==> config.mk <==
export PLATFORM = sky130hd
export DESIGN_NAME = ascon_perm_core
export DESIGN_NICKNAME = d
export VERILOG_FILES = /design/src/rtl/ascon_pkg.sv /design/src/rtl/ascon_round.sv /design/src/rtl/ascon_perm_core.sv
export SDC_FILE = /design/constraint.sdc
export NUM_CORES = 2
export LEC_CHECK = 0
export ABC_AREA = 1
export CORE_ASPECT_RATIO = 1.2
export CORE_MARGIN = 4
export CORE_UTILIZATION = 35
export CTS_CLUSTER_DIAMETER = 60
export DETAILED_ROUTE_END_ITERATION = 16
export HOLD_SLACK_MARGIN = 0.02
export SLEW_MARGIN = 40
export SYNTH_ARGS = -nofsm -noshare
export SYNTH_HDL_FRONTEND = slang
export SYNTH_SLANG_ARGS = --single-unit
==> constraint.sdc <==
create_clock -name clk -period 4.8 [get_ports clk]
set_clock_uncertainty 0.1 [all_clocks]
set_input_delay 0.96 -clock clk [delete_from_list [all_inputs] [get_ports clk]]
set_output_delay 0.96 -clock clk [all_outputs]
set_load 0.01 [all_outputs]
==> src/rtl/ascon_pkg.sv <==
// Shared Ascon definitions: state packing, S-box table, round constants and rotate amounts.
package ascon_pkg;

  localparam int unsigned STATE_W = 320;
  localparam int unsigned LANE_W  = 64;
  localparam int unsigned NR_W    = 4;
  localparam int unsigned IDX_W   = 5;

  localparam int unsigned X0_MSB = 319;
  localparam int unsigned X0_LSB = 256;
  localparam int unsigned X1_MSB = 255;
  localparam int unsigned X1_LSB = 192;
  localparam int unsigned X2_MSB = 191;
  localparam int unsigned X2_LSB = 128;
  localparam int unsigned X3_MSB = 127;
  localparam int unsigned X3_LSB = 64;
  localparam int unsigned X4_MSB = 63;
  localparam int unsigned X4_LSB = 0;

  localparam int unsigned ROT_X0_A = 19;
  localparam int unsigned ROT_X0_B = 28;
  localparam int unsigned ROT_X1_A = 61;
  localparam int unsigned ROT_X1_B = 39;
  localparam int unsigned ROT_X2_A = 1;
  localparam int unsigned ROT_X2_B = 6;
  localparam int unsigned ROT_X3_A = 10;
  localparam int unsigned ROT_X3_B = 17;
  localparam int unsigned ROT_X4_A = 7;
  localparam int unsigned ROT_X4_B = 41;

  typedef struct packed {
    logic [LANE_W-1:0] x0;
    logic [LANE_W-1:0] x1;
    logic [LANE_W-1:0] x2;
    logic [LANE_W-1:0] x3;
    logic [LANE_W-1:0] x4;
  } ascon_state_t;

  typedef enum logic {
    ST_IDLE = 1'b0,
    ST_RUN  = 1'b1
  } fsm_t;

  // Column value {x0[i],..,x4[i]} with x0 as MSB
  localparam logic [4:0] SBOX [32] = '{
    5'h04, 5'h0b, 5'h1f, 5'h14, 5'h1a, 5'h15, 5'h09, 5'h02,
    5'h1b, 5'h05, 5'h08, 5'h12, 5'h1d, 5'h03, 5'h06, 5'h1c,
    5'h1e, 5'h13, 5'h07, 5'h0e, 5'h00, 5'h0d, 5'h11, 5'h18,
    5'h10, 5'h0c, 5'h01, 5'h19, 5'h16, 5'h0a, 5'h0f, 5'h17
  };

  function automatic logic [4:0] sbox(input logic [4:0] v);
    return SBOX[v];
  endfunction

  function automatic logic [7:0] rc(input logic [NR_W-1:0] j);
    return {4'hF - j, j};
  endfunction

  function automatic logic [LANE_W-1:0] ror64(input logic [LANE_W-1:0] v, input int unsigned n);
    return (v >> n) | (v << (LANE_W - n));
  endfunction

endpackage

==> src/rtl/ascon_round.sv <==
// One combinational Ascon round (constant add, S-box layer, linear layer); en=0 passes the state through.
module ascon_round
  import ascon_pkg::*;
(
  input  logic [STATE_W-1:0] i_state,
  input  logic [NR_W-1:0]    i_j,
  input  logic               i_en,
  output logic [STATE_W-1:0] o_state_c
);

  logic [LANE_W-1:0] w_x0, w_x1, w_x2, w_x3, w_x4;
  logic [LANE_W-1:0] w_s0, w_s1, w_s2, w_s3, w_s4;
  logic [4:0]        w_col;
  ascon_state_t      w_lin;

  always_comb begin
    w_x0  = i_state[X0_MSB:X0_LSB];
    w_x1  = i_state[X1_MSB:X1_LSB];
    w_x2  = i_state[X2_MSB:X2_LSB];
    w_x3  = i_state[X3_MSB:X3_LSB];
    w_x4  = i_state[X4_MSB:X4_LSB];
    w_s0  = '0;
    w_s1  = '0;
    w_s2  = '0;
    w_s3  = '0;
    w_s4  = '0;
    w_col = '0;
    w_lin = '0;

    w_x2[7:0] = w_x2[7:0] ^ rc(i_j);

    // Bit-sliced substitution, one 5-bit column per lane bit
    for (int i = 0; i < LANE_W; i++) begin
      w_col   = sbox({w_x0[i], w_x1[i], w_x2[i], w_x3[i], w_x4[i]});
      w_s0[i] = w_col[4];
      w_s1[i] = w_col[3];
      w_s2[i] = w_col[2];
      w_s3[i] = w_col[1];
      w_s4[i] = w_col[0];
    end

    w_lin.x0 = w_s0 ^ ror64(w_s0, ROT_X0_A) ^ ror64(w_s0, ROT_X0_B);
    w_lin.x1 = w_s1 ^ ror64(w_s1, ROT_X1_A) ^ ror64(w_s1, ROT_X1_B);
    w_lin.x2 = w_s2 ^ ror64(w_s2, ROT_X2_A) ^ ror64(w_s2, ROT_X2_B);
    w_lin.x3 = w_s3 ^ ror64(w_s3, ROT_X3_A) ^ ror64(w_s3, ROT_X3_B);
    w_lin.x4 = w_s4 ^ ror64(w_s4, ROT_X4_A) ^ ror64(w_s4, ROT_X4_B);

    o_state_c = i_en ? w_lin : i_state;
  end

endmodule

==> src/rtl/ascon_perm_core.sv <==
// Ascon permutation p^R with runtime round count, UNROLL rounds per clock and start/done handshake.
module ascon_perm_core
  import ascon_pkg::*;
#(
  parameter int unsigned UNROLL     = 1,
  parameter int unsigned MAX_ROUNDS = 12
) (
  input  logic               clk,
  input  logic               rst_n,
  input  logic               start,
  input  logic [NR_W-1:0]    num_rounds,
  input  logic [STATE_W-1:0] state_in,
  output logic               ready,
  output logic               busy,
  output logic               done,
  output logic [STATE_W-1:0] state_out
);

  fsm_t               r_fsm;
  logic [STATE_W-1:0] r_state;
  logic [NR_W-1:0]    r_rcnt;
  logic               r_ready;
  logic               r_busy;
  logic               r_done;

  logic [NR_W-1:0]    w_rsel;
  logic [IDX_W-1:0]   w_rsum;
  logic [NR_W-1:0]    w_rcnt_next;
  logic [STATE_W-1:0] w_next_state;

  // Round chain: stage g runs global round rcnt+g, bypassed once past the last round
  for (genvar g = 0; g < UNROLL; g++) begin : g_round
    logic [IDX_W-1:0]   w_idx;
    logic               w_en;
    logic [NR_W-1:0]    w_j;
    logic [STATE_W-1:0] w_in;
    logic [STATE_W-1:0] w_out;

    if (g == 0) begin : g_first
      assign w_in = r_state;
    end else begin : g_next
      assign w_in = g_round[g-1].w_out;
    end

    assign w_idx = IDX_W'(r_rcnt) + IDX_W'(g);
    assign w_en  = (w_idx < IDX_W'(MAX_ROUNDS));
    assign w_j   = w_en ? w_idx[NR_W-1:0] : NR_W'(MAX_ROUNDS - 1);

    ascon_round u_round (
      .i_state   (w_in),
      .i_j       (w_j),
      .i_en      (w_en),
      .o_state_c (w_out)
    );
  end

  assign w_next_state = g_round[UNROLL-1].w_out;

  assign w_rsel      = (num_rounds > NR_W'(MAX_ROUNDS)) ? NR_W'(MAX_ROUNDS) : num_rounds;
  assign w_rsum      = IDX_W'(r_rcnt) + IDX_W'(UNROLL);
  assign w_rcnt_next = (w_rsum >= IDX_W'(MAX_ROUNDS)) ? NR_W'(MAX_ROUNDS) : w_rsum[NR_W-1:0];

  // Control FSM, round counter and state register
  always_ff @(posedge clk or negedge rst_n) begin
    if (!rst_n) begin
      r_fsm   <= ST_IDLE;
      r_state <= '0;
      r_rcnt  <= '0;
      r_ready <= 1'b1;
      r_busy  <= 1'b0;
      r_done  <= 1'b0;
    end else begin
      r_done <= 1'b0;
      case (r_fsm)
        ST_IDLE: begin
          if (start) begin
            r_state <= state_in;
            r_rcnt  <= NR_W'(MAX_ROUNDS) - w_rsel;
            if (w_rsel == '0) begin
              r_done <= 1'b1;
            end else begin
              r_fsm   <= ST_RUN;
              r_ready <= 1'b0;
              r_busy  <= 1'b1;
            end
          end
        end
        ST_RUN: begin
          r_state <= w_next_state;
          r_rcnt  <= w_rcnt_next;
          if (w_rcnt_next == NR_W'(MAX_ROUNDS)) begin
            r_fsm   <= ST_IDLE;
            r_ready <= 1'b1;
            r_busy  <= 1'b0;
            r_done  <= 1'b1;
          end
        end
        default: r_fsm <= ST_IDLE;
      endcase
    end
  end

  assign ready     = r_ready;
  assign busy      = r_busy;
  assign done      = r_done;
  assign state_out = r_state;

endmodule

==> impl_results.md <==
- Status: completed
- WP data arrival: 3.70 ns
- Most common cell in the netlist: nand2_1
- CTS tree: yes
- DRT iter0 DRCs: approximately 4100
- Endpoints failing hold: 0
- Max-Cap Viols: 0
- Reg area: 8210 µm²
- WP data required: between 5 and 6 ns
- Die area: between 100000 and 150000 µm²
- Largest net degree at the start of global routing: between 150 and 200
- Final critical-path required period: 3.27 ns
- Routed via count: about 38000
- Layout net count: roughly 6300
- Syn-to-layout area delta: 30.5%
- CTS root buffer: clkbuf_16
- Setup bufs post-CTS: 0
- Detailed-route wire length per cell: 28.0 µm
- CTS buffer count: 49
- Kind of critical path: register to register
- Area leader, netlist: dfrtp_1
- Hold-fix buffers, CTS: 0
- Number of synthesized flops with an enable pin: 0
- Global-route wire length before repair: around 270 mm
- IO Pins: 650
- Total global routing overflow: 0
- Initial antenna violation count: 8
- Post-synthesis cell type count: 45
- Mapped Area: between 30000 and 40000 µm²
- Clock transition at path regs: roughly 0.060 ns
- DRT antenna net count: 0
- Post-synthesis average cell area: a little under 7 µm²
- Post-layout util: between 40% and 50%
- Multi-input gate area: around 24000 µm²
- WL final: slightly below 200 mm
- Cells after Synth: approximately 5000
- Synth area leaders: dfrtp_1 24%, nand2_1 13%, ha_1 12%
- Min Hold Slack: 0.116 ns
- Final setup viols: 0
- Layout Cells excl Fill: between 6000 and 7000
- Ys flop type: dfrtp_1
- RSZ-0062 raised after global routing: no
- Post-Route Setup TNS: 0 ns
- Post-synthesis sequential area ratio: between 20% and 30%
- Global Route Usage Sum: between 30% and 40%
- Clock latency on the worst-skew pair: roughly 0.63 ns
- Port-buffer cells: between 600 and 700
- Via-to-Cell Ratio: 5.55
- Min-Delay Path Class: input pin to asynchronous set/reset pin
- Crit end category: register
- Synth top area share: ~24%
- # clock sinks: ~330
- Die height: 349 µm
- Syn nets: ~5600
- Core area: approximately 96000 µm²
- Placer Congestion: 1.08
- Initial Utilization: between 30% and 40%
- Post-CTS resize count: 0
- Placed cell count: 6813
- Final Max Tran Viols: 0
- Number of fill cells: a little under 10000
- H-tree depth: 2
- Most frequent cells after synthesis: 1217 x nand2_1, 590 x o21ai_0, 546 x nor2_1, 457 x inv_1, 336 x ha_1
- Tightest Pin Transition: 0.966 ns
- Crit-path max FO: 6
- Die X: a little under 300 µm
- Share of layout cells above drive strength 1: 5.23%
- Max Fclk: between 300 and 400 MHz
- Site Rows: around 120
- Ys async rst share: 100%
- Post-route DRC: 0
- FF+latch count, synth: about 330
- HPWL Detailed: around 160 mm
- Clock Path Buffers: 3
- 1st-pass router iterations: 6
- Relative slew slack: a little over a third
- Tcrit/Tclk final: 68.0%
- Synth warn: 0
- CP Launch Type: register
- Number of global-route vias before repair: about 36000
-- metrics by stage --
step	instance area [µm²]	setup WS [ns]
floorplan	34000	2.64
global placement	42200	1.60
detailed placement	42600	1.53
CTS	44300	1.71
global route	44300	1.47
finish	44300	1.53
-- layer usage --
layer	vias to the layer above	share of wire (%)	GRT usage, %
met5	-	0.0072	0
met4	4	8.6	24.8
met3	511	8.6	6.96
met2	1977	45	58.1
met1	18400	38	43.5
li1	17400	-	-
-- layout by cell type, fill, tap and decap left out, types with 8 or more instances in the layout --
cell             Yosys  routed
nand2_1           1217    1217
clkdlybuf4s50_1      0     648
nor2_1             546     545
o21ai_0            590     544
inv_1              457     456
ha_1               336     336
dfrtp_1            327     326
xor2_1             325     308
xnor2_1            271     261
nand3_1            208     208
o22ai_1            183     181
a21oi_1            121     108
o21ai_1             65      98
buf_4                0      76
clkbuf_16            0      51
o211ai_1            35      35
xor2_2              13      30
o21ai_2              9      21
nor3_1              20      20
a21oi_2              1      14
nand2_2             14      14
xnor2_2              0      10
buf_12               0      10
nand4_1              8       8
clkbuf_8             0       8
-- worst paths after layout --
check | start | end | slack, ns | cells past startpoint
min in group clk | ready$_DFFE_PN1P_ | ready$_DFFE_PN1P_ | 0.37 | 2
max in group asynchronous | rst_n | ready$_DFFE_PN1P_ | 3.43 | 3
max reg2reg | state_out[160]$_DFFE_PN0P_ | state_out[260]$_DFFE_PN0P_ | 1.53 | 8
min reg2reg | ready$_DFFE_PN1P_ | ready$_DFFE_PN1P_ | 0.37 | 2
min | rst_n | state_out[112]$_DFFE_PN0P_ | 0.12 | 1
max | state_out[160]$_DFFE_PN0P_ | state_out[260]$_DFFE_PN0P_ | 1.53 | 8
-- flip-flops by register name, indices dropped and copies added, names as in the netlist --
signal     count
state_out    320
done           1
ready          1
busy           1
r_rcnt         4
r_fsm          1
-- cell families (layout without fill, tap and decap cells) --
logic type / Yosys count / count (layout) / share of synthesized area, %
mux: 3 / 3 / 0.0885
buf+inv: 615 / 1293 / 6.95
xor+xnor: 609 / 609 / 16.0
other cells: 0 / 3 / 0
fa+ha+maj: 336 / 336 / 12.4
simple gates: 2031 / 2031 / 23.7
flops: 328 / 328 / 24.2
compound gates: 1045 / 1045 / 16.7
-- area by class of cell --
class                           instances  share of cell area [%]
Tap cell                             1260                    3.56
Timing Repair Buffer                  738                    16.5
Clock inverter                         28                   0.675
Inverter                              464                    3.97
Clock buffer                           63                    3.16
Sequential cell                       328                    18.5
Antenna cell                            3                  0.0169
Multi-Input combinational cell       4024                    53.6
-- critical path: stages, from the launching register on --
cell and delay [ns]:
dfrtp_1 0.47, inv_1 0.13, ha_1 0.30, xor2_1 0.16, a21oi_1 0.72, xnor2_1 0.33, o21ai_0 0.72, nand2_1 0.12
o21ai_0 0.11
Power is left out: the tool's default activity adds up to more than one toggle a clock period on the data nets, which glitch-free logic cannot reach.
